$ cat src/rtl/bpred_pkg.sv
// Shared branch-predictor definitions used by the update queue and counter_table.
package bpred_pkg;

    // Counter index width; must match counter_table.
    localparam int BPRED_WIDTH = 9;

    // Direction encoding for predictions and resolved outcomes.
    localparam logic TAKEN     = 1'b1;
    localparam logic NOT_TAKEN = 1'b0;

    // One in-flight branch at the default index width.
    // Parameterised users declare the same shape locally with their own width.
    typedef struct packed {
        logic [BPRED_WIDTH-1:0] index;
        logic                   prediction;
    } bpred_entry_t;

    // A resolved branch mispredicted when its direction differs from the prediction.
    function automatic logic is_mispredict(input logic outcome, input logic prediction);
        return outcome ^ prediction;
    endfunction

endpackage

$ cat src/rtl/bpred_fifo.sv
// Pointer/count circular buffer with push, pop and clear.
// The caller only pushes when there is room (or a same-cycle pop makes room).
module bpred_fifo #(
    parameter int WIDTH = 10,
    parameter int DEPTH = 4,
    localparam int PW = $clog2(DEPTH),
    localparam int CW = $clog2(DEPTH + 1)
) (
    input  logic             clk,
    input  logic             rst,
    input  logic             push,
    input  logic [WIDTH-1:0] wr_data,
    input  logic             pop,
    input  logic             clear,
    output logic [WIDTH-1:0] rd_data,
    output logic             full,
    output logic             empty,
    output logic [CW-1:0]    count
);

    logic [WIDTH-1:0] mem [DEPTH];
    logic [PW-1:0]    wr_ptr;
    logic [PW-1:0]    rd_ptr;
    logic [CW-1:0]    count_next;

    // Head entry is always presented so the caller can inspect it before popping.
    assign rd_data = mem[rd_ptr];

    // Next occupancy: clear wins, otherwise add push and subtract pop.
    always_comb begin
        count_next = count;
        if (clear) begin
            count_next = '0;
        end else begin
            count_next = count + CW'(push) - CW'(pop);
        end
    end

    // Pointers, count and registered full/empty flags.
    always_ff @(posedge clk or posedge rst) begin
        if (rst) begin
            wr_ptr <= '0;
            rd_ptr <= '0;
            count  <= '0;
            full   <= 1'b0;
            empty  <= 1'b1;
        end else begin
            if (clear) begin
                wr_ptr <= '0;
                rd_ptr <= '0;
            end else begin
                if (push) wr_ptr <= wr_ptr + 1'b1;
                if (pop)  rd_ptr <= rd_ptr + 1'b1;
            end
            count <= count_next;
            full  <= (count_next == CW'(DEPTH));
            empty <= (count_next == '0);
        end
    end

    // Entry storage carries no reset; count decides what is valid.
    always_ff @(posedge clk) begin
        if (push && !clear) mem[wr_ptr] <= wr_data;
    end

endmodule

$ cat src/rtl/bpred_update_queue.sv
// In-order tracking queue pairing fetch-time predictions with ALU resolutions
// and driving the counter_table update strobe.
//
// Handshake: fetch pushes with i_Push (no back-pressure; watch o_Full, an
// overflow push is dropped and flagged on o_Error). The ALU resolves the
// oldest branch with i_Resolve; a resolve with nothing in flight is dropped
// and flagged. Each accepted resolve yields exactly one o_CT_Enable cycle,
// one cycle later.
module bpred_update_queue
    import bpred_pkg::*;
#(
    parameter int BPRED_WIDTH = bpred_pkg::BPRED_WIDTH,
    parameter int DEPTH = 4,
    localparam int CW = $clog2(DEPTH + 1)
) (
    input  logic                   clk,
    input  logic                   i_Reset,
    input  logic                   i_Push,
    input  logic [BPRED_WIDTH-1:0] i_Push_Index,
    input  logic                   i_Push_Prediction,
    input  logic                   i_Resolve,
    input  logic                   i_ALU_Branch_Outcome,
    input  logic                   i_Flush,
    output logic                   o_CT_Enable,
    output logic [BPRED_WIDTH-1:0] o_CT_Index,
    output logic                   o_CT_Outcome,
    output logic                   o_Mispredict,
    output logic                   o_Full,
    output logic                   o_Empty,
    output logic [CW-1:0]          o_Count,
    output logic                   o_Error
);

    // Same shape as bpred_entry_t, sized by this instance's index width.
    typedef struct packed {
        logic [BPRED_WIDTH-1:0] index;
        logic                   prediction;
    } entry_t;

    entry_t head;
    entry_t push_entry;
    logic   resolve_ok;
    logic   mispredict;
    logic   squash;
    logic   push_ok;
    logic   err_event;

    assign push_entry = '{index: i_Push_Index, prediction: i_Push_Prediction};

    // Accept/squash decisions for this cycle.
    always_comb begin
        resolve_ok = i_Resolve && !o_Empty;
        mispredict = resolve_ok && is_mispredict(i_ALU_Branch_Outcome, head.prediction);
        // A mispredict wipes the younger wrong-path entries just like a flush.
        squash     = i_Flush || mispredict;
        // Full is fine when the oldest entry leaves in the same cycle.
        push_ok    = i_Push && (!o_Full || resolve_ok);
        err_event  = (i_Push && o_Full && !resolve_ok) || (i_Resolve && o_Empty);
    end

    bpred_fifo #(
        .WIDTH ($bits(entry_t)),
        .DEPTH (DEPTH)
    ) u_fifo (
        .clk     (clk),
        .rst     (i_Reset),
        .push    (push_ok),
        .wr_data (push_entry),
        .pop     (resolve_ok),
        .clear   (squash),
        .rd_data (head),
        .full    (o_Full),
        .empty   (o_Empty),
        .count   (o_Count)
    );

    // Registered update stage toward counter_table plus error pulse.
    always_ff @(posedge clk or posedge i_Reset) begin
        if (i_Reset) begin
            o_CT_Enable  <= 1'b0;
            o_CT_Index   <= '0;
            o_CT_Outcome <= 1'b0;
            o_Mispredict <= 1'b0;
            o_Error      <= 1'b0;
        end else begin
            o_CT_Enable  <= resolve_ok;
            o_Mispredict <= mispredict;
            o_Error      <= err_event;
            if (resolve_ok) begin
                o_CT_Index   <= head.index;
                o_CT_Outcome <= i_ALU_Branch_Outcome;
            end
        end
    end

endmodule

$ cat config.mk
export PLATFORM = sky130hd
export DESIGN_NAME = bpred_update_queue
export DESIGN_NICKNAME = d
export VERILOG_FILES = /design/src/rtl/bpred_pkg.sv /design/src/rtl/bpred_fifo.sv /design/src/rtl/bpred_update_queue.sv
export SDC_FILE = /design/constraint.sdc
export NUM_CORES = 1
export LEC_CHECK = 0
export CORE_UTILIZATION = 54
export DETAILED_ROUTE_END_ITERATION = 12
export GPL_TIMING_DRIVEN = 0
export HOLD_SLACK_MARGIN = 0.06
export PLACE_DENSITY = 0.79
export SLEW_MARGIN = 20
export SYNTH_ARGS = -nofsm -noshare
export SYNTH_HDL_FRONTEND = slang
export SYNTH_SLANG_ARGS = --single-unit
$ cat constraint.sdc
create_clock -name clk -period 3.3 [get_ports clk]
set_input_delay 0.495 -clock clk [delete_from_list [all_inputs] [get_ports clk]]
set_output_delay 0.495 -clock clk [all_outputs]
set_load 0.03 [all_outputs]
Yosys cells after proc, flatten, opt, wreduce, memory -nomap -nowiden

Memories as Yosys holds them, arrays and structs flattened.
Index checks and enable logic that the tools add are counted.

Register bits after elaboration: 22
Memories kept: 1
Bits in latches: 0
Bits in writable memories: 40
Memory bits (read-only): 0
Output and inout bits: 18

Memories:

| memory     | depth | width | rd ports | clocked after Yosys merged registers in | write ports | line             | RTL |
|---|---|---|---|---|---|---|---|
| u_fifo.mem | 4     | 10    | 1        | 0                                       | 1           | bpred_fifo.sv:21 | `logic [WIDTH-1:0] mem [DEPTH];` |

Shifts and indexed selects: 0
Multipliers: 0
Muxes and demuxes: 7
Bitwise operators: 1
Equal/unequal tests: 1
$lt $le $gt $ge: 0
Div/mod/pow operators: 0
Reductions and logical operators: 17
$add $sub $neg: 4

Operators with widths:

| operator            | number |
|---|---|
| $mux 2              | 4 |
| $logic_and 1x1->1   | 7 |
| $add 2x1->2 const B | 2 |
| $logic_not 1->1     | 4 |
| $reduce_bool 2->1   | 2 |
| $add 3x1->3         | 1 |
| $eq 3x3->1 const B  | 1 |
| $logic_not 3->1     | 1 |
| $logic_or 1x1->1    | 3 |
| $mux 3              | 1 |
| $sub 3x1->3         | 1 |
| $mux 1              | 2 |
| $xor 1x1->1         | 1 |

Longest topological paths before layout

Gate-level depths: netlist of run 1.

Word-level depth: 8
Gate-level depth with buffers: 12
Mapped depth without buffers: 11

Hierarchy

A second synthesis of run 1 with hierarchy kept.

Cell total of the unflattened synthesis: 130
Area total of the unflattened synthesis: 2,496.1 um^2

Modules (own cells, without submodules):

| module             | times used | seq. area each (um^2) | cells an instance | area an instance (um^2) |
|---|---|---|---|---|
| bpred_fifo         | 1          | 1,427.6               | 97                | 1,955.6 |
| bpred_update_queue | 1          | 325.3                 | 33                | 540.5 |

Least setup slack after synthesis of run 1

No wires, ideal clock.

Kind: register to register
From: register u_fifo.empty
To: register u_fifo.full
Data arrival time: 2.572 ns
Setup slack: 0.607 ns
Required time: 3.179 ns
Cell stages (with the launch flop): 12
Library setup time: 0.121 ns
Clock period less this slack: 2.693 ns
Path through: dfstp_2 nand2b_1 inv_1 buf_1 ha_1 inv_1 ha_1 inv_1 fa_1 xor2_1 xnor2_1 and4bb_2

Longest elaborated chain between the ends: 8

Ends and longest elaborated chain:

| what                   | line                     | RTL |
|---|---|---|
| start, declared        | bpred_fifo.sv:17         | `output logic empty,` |
| start signal, assigned | bpred_fifo.sv:57         | `empty <= (count_next == '0);` |
| $logic_not 1->1 (*)    | bpred_update_queue.sv:52 | `resolve_ok = i_Resolve && !o_Empty;` |
| $logic_and 1x1->1 (*)  | bpred_update_queue.sv:52 |  |
| net resolve_ok         | bpred_update_queue.sv:42 | `logic resolve_ok;` |
| $logic_or 1x1->1       | bpred_update_queue.sv:57 | `push_ok = i_Push && (!o_Full \|\| resolve_ok);` |
| $logic_and 1x1->1      | bpred_update_queue.sv:57 |  |
| $add 3x1->3            | bpred_fifo.sv:35         | `count_next = count + CW'(push) - CW'(pop);` |
| $sub 3x1->3            | bpred_fifo.sv:35         |  |
| $mux 3 (*)             | bpred_fifo.sv:32         | `if (clear) begin` |
| $eq 3x3->1 (*)         | bpred_fifo.sv:56         | `full <= (count_next == CW'(DEPTH));` |
| end signal, assigned   | bpred_fifo.sv:56         |  |
| end, declared          | bpred_fifo.sv:16         | `output logic full,` |

Mark *: on every way through the listed nets, which the timed path passes. The rest lies on a longest branch.
A chain may end at the register's enable or synchronous reset.

Worst setup path in the final report of run 1

From: input port i_Resolve
To: register u_fifo.full

Longest elaborated chain between the ends: 7

Ends and longest elaborated chain:

| what                  | line                     | RTL |
|---|---|---|
| start, declared       | bpred_update_queue.sv:21 | `input logic i_Resolve,` |
| $logic_and 1x1->1 (*) | bpred_update_queue.sv:52 |  |
| $logic_or 1x1->1      | bpred_update_queue.sv:57 |  |
| $logic_and 1x1->1     | bpred_update_queue.sv:57 |  |
| $add 3x1->3           | bpred_fifo.sv:35         |  |
| $sub 3x1->3           | bpred_fifo.sv:35         |  |
| $mux 3 (*)            | bpred_fifo.sv:32         |  |
| $eq 3x3->1 (*)        | bpred_fifo.sv:56         |  |

Every way passes the cells marked *; elsewhere a longest branch is shown, timed or not.

==> impl_metrics.env, run 1 <==
export IMPL_synth_area_mux_share=0.1057
export IMPL_grtUsageTotal=0.2130
export IMPL_clkLatencyLatePin_ns=0.33
export IMPL_start_util=0.5683
export IMPL_cap_violations=0
export IMPL_wl_per_cell_um=17.23
export IMPL_clock_path_buffers=2
export IMPL_r2r_start="u_fifo.empty$_DFF_PP1_"
export IMPL_finalHoldViolCount=0
export IMPL_fin_skew_ns=0.01005
export IMPL_nets=228
export IMPL_fp_dieW_um=70.16
export IMPL_grt_first_pass_wirelength_mm=7.417
export IMPL_power_per_cell_area_nw_per_um2=789.5
export IMPL_dr_pass1_iters=4
export IMPL_synth_seq_cells=62
export IMPL_slew_headroom=0.4346
export IMPL_power_switching_uw=782.0
export IMPL_vdd_drop_max_mv=0.4539
export IMPL_critical_path_buf_inv_count=4
export IMPL_post_route_util=0.7004
export IMPL_placed_cells=247
export IMPL_clkSinkCount=62
export IMPL_synth_nets=185
export IMPL_crit_type="primary input to flip-flop"
export IMPL_htree_levels=3
export IMPL_fin_crit_sh=0.9143
export IMPL_end_kind="flip-flop"
export IMPL_globalRouteOverflowTotal=0
export IMPL_root_buffer="clkbuf_8"
export IMPL_power_frac_comb=0.314
export IMPL_hpwl_mm=2.990
export IMPL_fmaxAchievable_mhz=331.5
export IMPL_synth_simple_area_share=0.1047
export IMPL_drt_total_wl_mm=4.514
export IMPL_path_cells="clkdlybuf4s50_1 > nand2b_1 > inv_1 > ha_1 > inv_1 > ha_1 > inv_1 > fa_1 > xor2_1 > xnor2_1 > and4bb_2"
export IMPL_io_pins=34
export IMPL_grt_pass1_vias=1570
export IMPL_synth_cell_types=34
export IMPL_crit_slowest_cell="clkdlybuf4s50_1"
export IMPL_min_from="o_CT_Outcome$_DFFE_PP0P_"
export IMPL_syn_area_per_cell_um2=15.49
export IMPL_worstMarginPinSlew_ns=0.8472
export IMPL_p_leak_uw=0.001233
export IMPL_critPathMaxFanout=16
export IMPL_synth_edf_count=40
export IMPL_crit_family="buffers and inverters"
export IMPL_p_sw_frac=0.3204
export IMPL_numPortBuffers=33
export IMPL_synth_top_family_by_area="multiplexers"
export IMPL_drtIter0Drc=75
export IMPL_area_delta_synth_final_pct=23.24
export IMPL_vias=1443
export IMPL_rows=24
export IMPL_setup_viol=0
export IMPL_slew_viol_final=0
export IMPL_min_path_cells=2
export IMPL_instances_no_fill=262
export IMPL_syn_area_um2=2509
export IMPL_start_kind="primary input"
export IMPL_ys_seq_area_frac=0.6988
export IMPL_final_antenna_net_count=0
export IMPL_grt_max_degree=23
export IMPL_antenna_found_initial=0
export IMPL_hold_class="flip-flop to flip-flop"
export IMPL_rr_worst_depth=10
export IMPL_hold_buffers=0
export IMPL_synthFlopType="edfxtp_1"
export IMPL_rsz0062_at_grt="no"
export IMPL_drc=0
export IMPL_tritoncts="yes"
export IMPL_synthXorXnorAreaFrac=0.01397
export IMPL_tns_ns=0
export IMPL_die_y_um=70.16
export IMPL_power_frac_seq=0.425
export IMPL_place_gp_congestion=0.7324
export IMPL_status="complete, no violations"
export IMPL_synthAdderAreaFrac=0.03791
export IMPL_coreArea_um2=4414
export IMPL_post_cts_resize_count=0
export IMPL_routed_via_density=5.508
export IMPL_clk_pin_slew_ns=0.06
export IMPL_hold_slack_ns=0.4725
export IMPL_diodes=0
export IMPL_required_ns=3.52
export IMPL_hold_end="o_CT_Outcome$_DFFE_PP0P_"
export IMPL_synth_compound_area_frac=0.01446
export IMPL_final_area_um2=3092
export IMPL_r2r_slack_ns=0.46
export IMPL_clock_power_share=0.261
export IMPL_synth_async_reset_ratio=0.3548
export IMPL_syn_inst=162
export IMPL_worstPathArrival_ns=3.23
export IMPL_cts_buffers_inserted=9
export IMPL_period_minus_slack_ns=3.017
export IMPL_r2r_end="u_fifo.full$_DFF_PP0_"
export IMPL_yosysWarningCount=0
export IMPL_max_stage_delay_ns=0.50
export IMPL_dieArea_um2=4922
export IMPL_drive_gt1_frac=0.1286
export IMPL_cp_common_cell="inv_1"
export IMPL_internal_power_uw=1659
export IMPL_postPlaceCellArea_um2=2904
## tightest hold or removal path: cells and delay by family, from the launching register on
family / cells / cell delay, ns
and+or+nand+nor: 2 / 0.10
DFF: 1 / 0.34
## placed cells by master (no fill, tap or decap), types with 2 or more instances in the layout
master            n
mux4_2            7
xnor2_1           2
xor2_1            2
and2_1            2
and2b_1           2
inv_1             7
nand2b_1          2
edfxtp_1         40
o21ai_0           2
clkbuf_1          2
dfrtp_1          21
nor2b_1           2
nand2_1          37
mux2i_1           4
mux4_1            2
and3_1            4
clkinv_1          2
ha_1              6
nor2_1            2
clkdlybuf4s50_1  33
clkbuf_8         10
## repair_timing
| action | 4_1_cts | 5_1_grt |
|---|---|---|
| hold endpoints to repair | 0 | 0 |
| setup endpoints to repair | 0 | 2 |
| buffers inserted | 0 | 0 |
## kinds of logic after synthesis
group | count (synthesis)
flip-flops | 62
multiplexers | 14
AO/OA/AOI/OAI | 6
XOR/XNOR | 4
adder cells (fa/ha/maj) | 7
buffers and inverters | 13
AND/OR/NAND/NOR | 56
## flip-flops by register name (all words and copies together) (netlist names)
| signal | flops |
|---|---|
| o_CT_Outcome | 1 |
| o_Error | 1 |
| u_fifo.full | 1 |
| u_fifo.wr_ptr | 2 |
| o_CT_Index | 9 |
| u_fifo.mem | 40 |
| u_fifo.empty | 1 |
| o_CT_Enable | 1 |
| o_Mispredict | 1 |
| u_fifo.rd_ptr | 2 |
| u_fifo.count | 3 |
## power groups by stage
stage          logic [µW]  registers, µW  clock network, µW
6_report              767           1040                637
5_1_grt               822           1050                686
4_1_cts               774           1040                650
3_5_place_dp          769           1050                  0
3_3_place_gp          731           1040                  0
2_1_floorplan         292           1220                  0
## cells in the mapped netlist (all sizes together) (4+ instances only)
cell     n  share of area
and3     4          0.010
ha       6          0.030
buf      5          0.012
edfxtp  40           0.48
inv      7          0.010
mux4     9          0.084
mux2i    4          0.016
nand2   37          0.055
dfrtp   21           0.21
## area by class of cell
cell class | instances | area (µm²)
inverter | 7 | 26.28
fill | 299 | 1323
clock inverter | 5 | 50.05
tap | 52 | 65.06
sequential | 62 | 1753
buffer | 5 | 31.28
multi-input combinational | 87 | 694.4
clock buffer | 11 | 141.4
timing repair buffer | 33 | 330.3
## through the flow
| step | power [µW] | worst slack (ns) |
|---|---|---|
| after floorplan | 1515 | 0.6066 |
| after global placement | 1773 | -0.1351 |
| after detailed placement | 1821 | -0.2676 |
| after CTS | 2462 | 0.07499 |
| after global routing | 2558 | 0.1489 |
| final | 2441 | 0.2830 |
## layer usage
metal / track usage / share of wire / up-vias
li1: - / - / 663
met1: 0.2477 / 0.42 / 721
met2: 0.3515 / 0.51 / 52
met3: 0.06782 / 0.054 / 7
met4: 0.1156 / 0.016 / 0
met5: 0 / 0 / -
## worst max path at each step
| stage | end | slack (ns) | depth (start not counted) | startpoint |
|---|---|---|---|---|
| 3_5_place_dp | u_fifo.full$_DFF_PP0_ | -0.27 | 12 | i_Resolve |
| 5_1_grt | u_fifo.full$_DFF_PP0_ | 0.15 | 11 | i_Resolve |
| 3_3_place_gp | u_fifo.full$_DFF_PP0_ | -0.14 | 12 | i_Resolve |
| 4_1_cts | u_fifo.full$_DFF_PP0_ | 0.07 | 12 | i_Resolve |
| 6_report | u_fifo.full$_DFF_PP0_ | 0.28 | 11 | i_Resolve |
| 2_1_floorplan | u_fifo.full$_DFF_PP0_ | 0.61 | 11 | u_fifo.empty$_DFF_PP1_ |
Note: power is estimated with default switching activity, not from simulation.
==> run 2: changes to the inputs <==
--- a/config.mk
+++ b/config.mk
@@ -5,11 +5,12 @@
 export SDC_FILE = /design/constraint.sdc
 export NUM_CORES = 1
 export LEC_CHECK = 0
-export CORE_UTILIZATION = 54
+export CORE_UTILIZATION = 58
 export DETAILED_ROUTE_END_ITERATION = 12
+export DONT_BUFFER_PORTS = 1
 export GPL_TIMING_DRIVEN = 0
 export HOLD_SLACK_MARGIN = 0.06
-export PLACE_DENSITY = 0.79
+export PLACE_DENSITY = 0.74
 export SLEW_MARGIN = 20
 export SYNTH_ARGS = -nofsm -noshare
 export SYNTH_HDL_FRONTEND = slang
==> run 2 against run 1 <==
  * First-iteration DRC count decreased by 21%
  * Die area shrank 6.7%
  * Routed wire length down 8.0%
  * Combinational power fell by 52%
  * Register-to-register slack got worse by 0.25 ns
  * Sequential share of layout area is 7.6 points higher
  * Global-route usage shrank 0.19 points
  * Critical path depth did not move
  * Power decreased by 13%
  * Setup slack got worse by 0.073 ns
  * Clock skew shrank 0.00066 ns
  * Critical path type is now flip-flop to flip-flop
  * Largest cell class unchanged
==> impl_metrics.env, run 2 (synthesis results as in run 1) <==
export IMPL_status="complete, no violations"
export IMPL_critical_path_depth=11
export IMPL_crit_slowest_cell="dfstp_2"
export IMPL_numPortBuffers=0
export IMPL_fmaxAchievable_mhz=323.6
export IMPL_vias=1280
export IMPL_dieArea_um2=4592
export IMPL_worstPathArrival_ns=3.31
export IMPL_finalHoldViolCount=0
export IMPL_io_pins=34
export IMPL_drt_total_wl_mm=4.155
export IMPL_die_y_um=67.77
export IMPL_multi_input_area_um2=694.4
export IMPL_dr_pass1_iters=4
export IMPL_path_cells="nand2b_1 > inv_1 > buf_1 > ha_1 > inv_1 > ha_1 > inv_1 > fa_1 > xor2_1 > xnor2_1 > and4bb_2"
export IMPL_clkLatencyLatePin_ns=0.33
export IMPL_nets=196
export IMPL_grt_pass1_vias=1327
export IMPL_tritoncts="yes"
export IMPL_drive_gt1_frac=0.1461
export IMPL_final_antenna_net_count=0
export IMPL_regArea_um2=1753
export IMPL_drc=0
export IMPL_slew_viol_final=0
export IMPL_fp_dieW_um=67.77
export IMPL_start_kind="flip-flop"
export IMPL_hold_buffers=0
export IMPL_antenna_found_initial=0
export IMPL_clock_path_buffers=2
export IMPL_htree_levels=3
export IMPL_regMostFlops="u_fifo.mem"
export IMPL_required_ns=3.52
export IMPL_drtIter0Drc=59
export IMPL_reg_top3="u_fifo.mem: 40 flops, o_CT_Index: 9 flops, u_fifo.count: 3 flops"
export IMPL_root_buffer="clkbuf_8"
export IMPL_final_common_cell="edfxtp_1"
export IMPL_clk_pin_slew_ns=0.07
export IMPL_setup_viol=0
export IMPL_globalRouteOverflowTotal=0
export IMPL_hpwl_mm=2.702
export IMPL_start_util=0.6139
export IMPL_slew_headroom=0.4141
export IMPL_rr_worst_depth=11
export IMPL_min_path_cells=1
export IMPL_min_from="i_Flush"
export IMPL_power_per_cell_area_nw_per_um2=777.4
export IMPL_rows=23
export IMPL_coreArea_um2=4086
export IMPL_vdd_drop_max_mv=0.4429
export IMPL_wl_per_cell_um=18.22
export IMPL_period_minus_slack_ns=3.090
export IMPL_end_kind="flip-flop"
export IMPL_place_gp_congestion=0.7895
export IMPL_grtUsageTotal=0.2111
export IMPL_r2r_end="u_fifo.full$_DFF_PP0_"
export IMPL_post_route_util=0.6675
export IMPL_area_delta_synth_final_pct=8.728
export IMPL_largest_reg_flops=40
export IMPL_clkSinkCount=62
export IMPL_post_cts_resize_count=0
export IMPL_r2r_slack_ns=0.21
export IMPL_cts_buffers_inserted=9
export IMPL_fin_skew_ns=0.009392
export IMPL_crit_start="u_fifo.empty$_DFF_PP1_"
export IMPL_worstMarginPinSlew_ns=0.8779
export IMPL_n_fill_cell=291
export IMPL_cp_common_cell="inv_1"
export IMPL_final_cell_mix="40 x edfxtp_1, 37 x nand2_1, 21 x dfrtp_1"
export IMPL_crit_family="adder cells"
export IMPL_critPathMaxFanout=11
export IMPL_rsz0062_at_grt="no"
export IMPL_diodes=0
export IMPL_hold_end="u_fifo.rd_ptr[1]$_DFFE_PP0P_"
export IMPL_fin_crit_sh=0.9365
export IMPL_routed_via_density=5.614
export IMPL_crit_type="flip-flop to flip-flop"
export IMPL_r2r_start="u_fifo.empty$_DFF_PP1_"
export IMPL_grt_first_pass_wirelength_mm=6.251
export IMPL_cap_violations=0
export IMPL_grt_max_degree=23
export IMPL_hold_class="primary input to flip-flop"
export IMPL_critical_path_buf_inv_count=4
export IMPL_max_stage_delay_ns=0.63
export IMPL_p_leak_uw=0.001093
export IMPL_tns_ns=0
export IMPL_post_cts_buffers=0
export IMPL_final_area_um2=2728
export IMPL_postPlaceCellArea_um2=2571
[run 2: cell count changes in the layout (fill, tap and decap cells not counted), sizes merged]
| cell | previous run | this run |
|---|---|---|
| bufinv | 1 | 0 |
| buf | 4 | 5 |
| clkbuf | 12 | 11 |
| clkdlybuf4s50 | 33 | 0 |
| clkinv | 3 | 5 |
[run 2: final cells by class]
cell class,instances,share of cell area
flip-flops and latches,62,0.6427
multi-input cells,87,0.2546
clock buffers,10,0.04679
well taps,50,0.02294
plain buffers,6,0.01284
clock inverters,6,0.01055
inverters,7,0.009633
[run 2: per-layer routing]
| layer | up-vias | track usage | wire length [µm] |
|---|---|---|---|
| met5 | - | 0 | 0 |
| met2 | 43 | 0.3428 | 2142 |
| li1 | 593 | - | - |
| met4 | 0 | 0.1277 | 40 |
| met3 | 4 | 0.05743 | 220 |
| met1 | 640 | 0.2491 | 1751 |
[run 2: stage by stage]
step | power (µW) | cells | hold WS, ns | setup WS [ns]
finish | 2121 | 228 | 0.2348 | 0.2097
CTS | 2142 | 228 | 0.2143 | 0.2347
floorplan | 1515 | 162 | 0.4835 | 0.6066
global route | 2235 | 228 | 0.2257 | 0.03483
detailed placement | 1613 | 212 | 0.5638 | 0.2549
global placement | 1586 | 212 | 0.5622 | 0.3000
[run 2: power breakdown]
group          total [µW]  switching [µW]  internal, µW
logic                 365             202           163
registers            1230             259           968
clock network         528             266           262
[run 2: worst max path at each step]
stage	endpoint
2_1_floorplan	u_fifo.full$_DFF_PP0_
3_3_place_gp	u_fifo.full$_DFF_PP0_
3_5_place_dp	u_fifo.full$_DFF_PP0_
4_1_cts	u_fifo.full$_DFF_PP0_
5_1_grt	u_fifo.full$_DFF_PP0_
6_report	u_fifo.full$_DFF_PP0_
==> run 3: changes to the inputs <==
==> constraint.sdc (replaced) <==
create_clock -name clk -period 3.3 [get_ports clk]
set_input_delay 0.495 -clock clk [delete_from_list [all_inputs] [get_ports clk]]
set_output_delay 0.495 -clock clk [all_outputs]
set_load 0.005 [all_outputs]
==> results of run 3 <==
Same layout as run 2 (identical final DEF). Status: complete, no violations.
Among the figures that moved: setup slack after placement 0.2549 ns -> 0.3192 ns; setup slack after layout 0.2097 ns -> 0.3004 ns; register-to-register setup slack 0.21 ns -> 0.30 ns; total power 2121 µW -> 1948 µW; worst IR drop on VDD 0.4429 mV -> 0.4416 mV
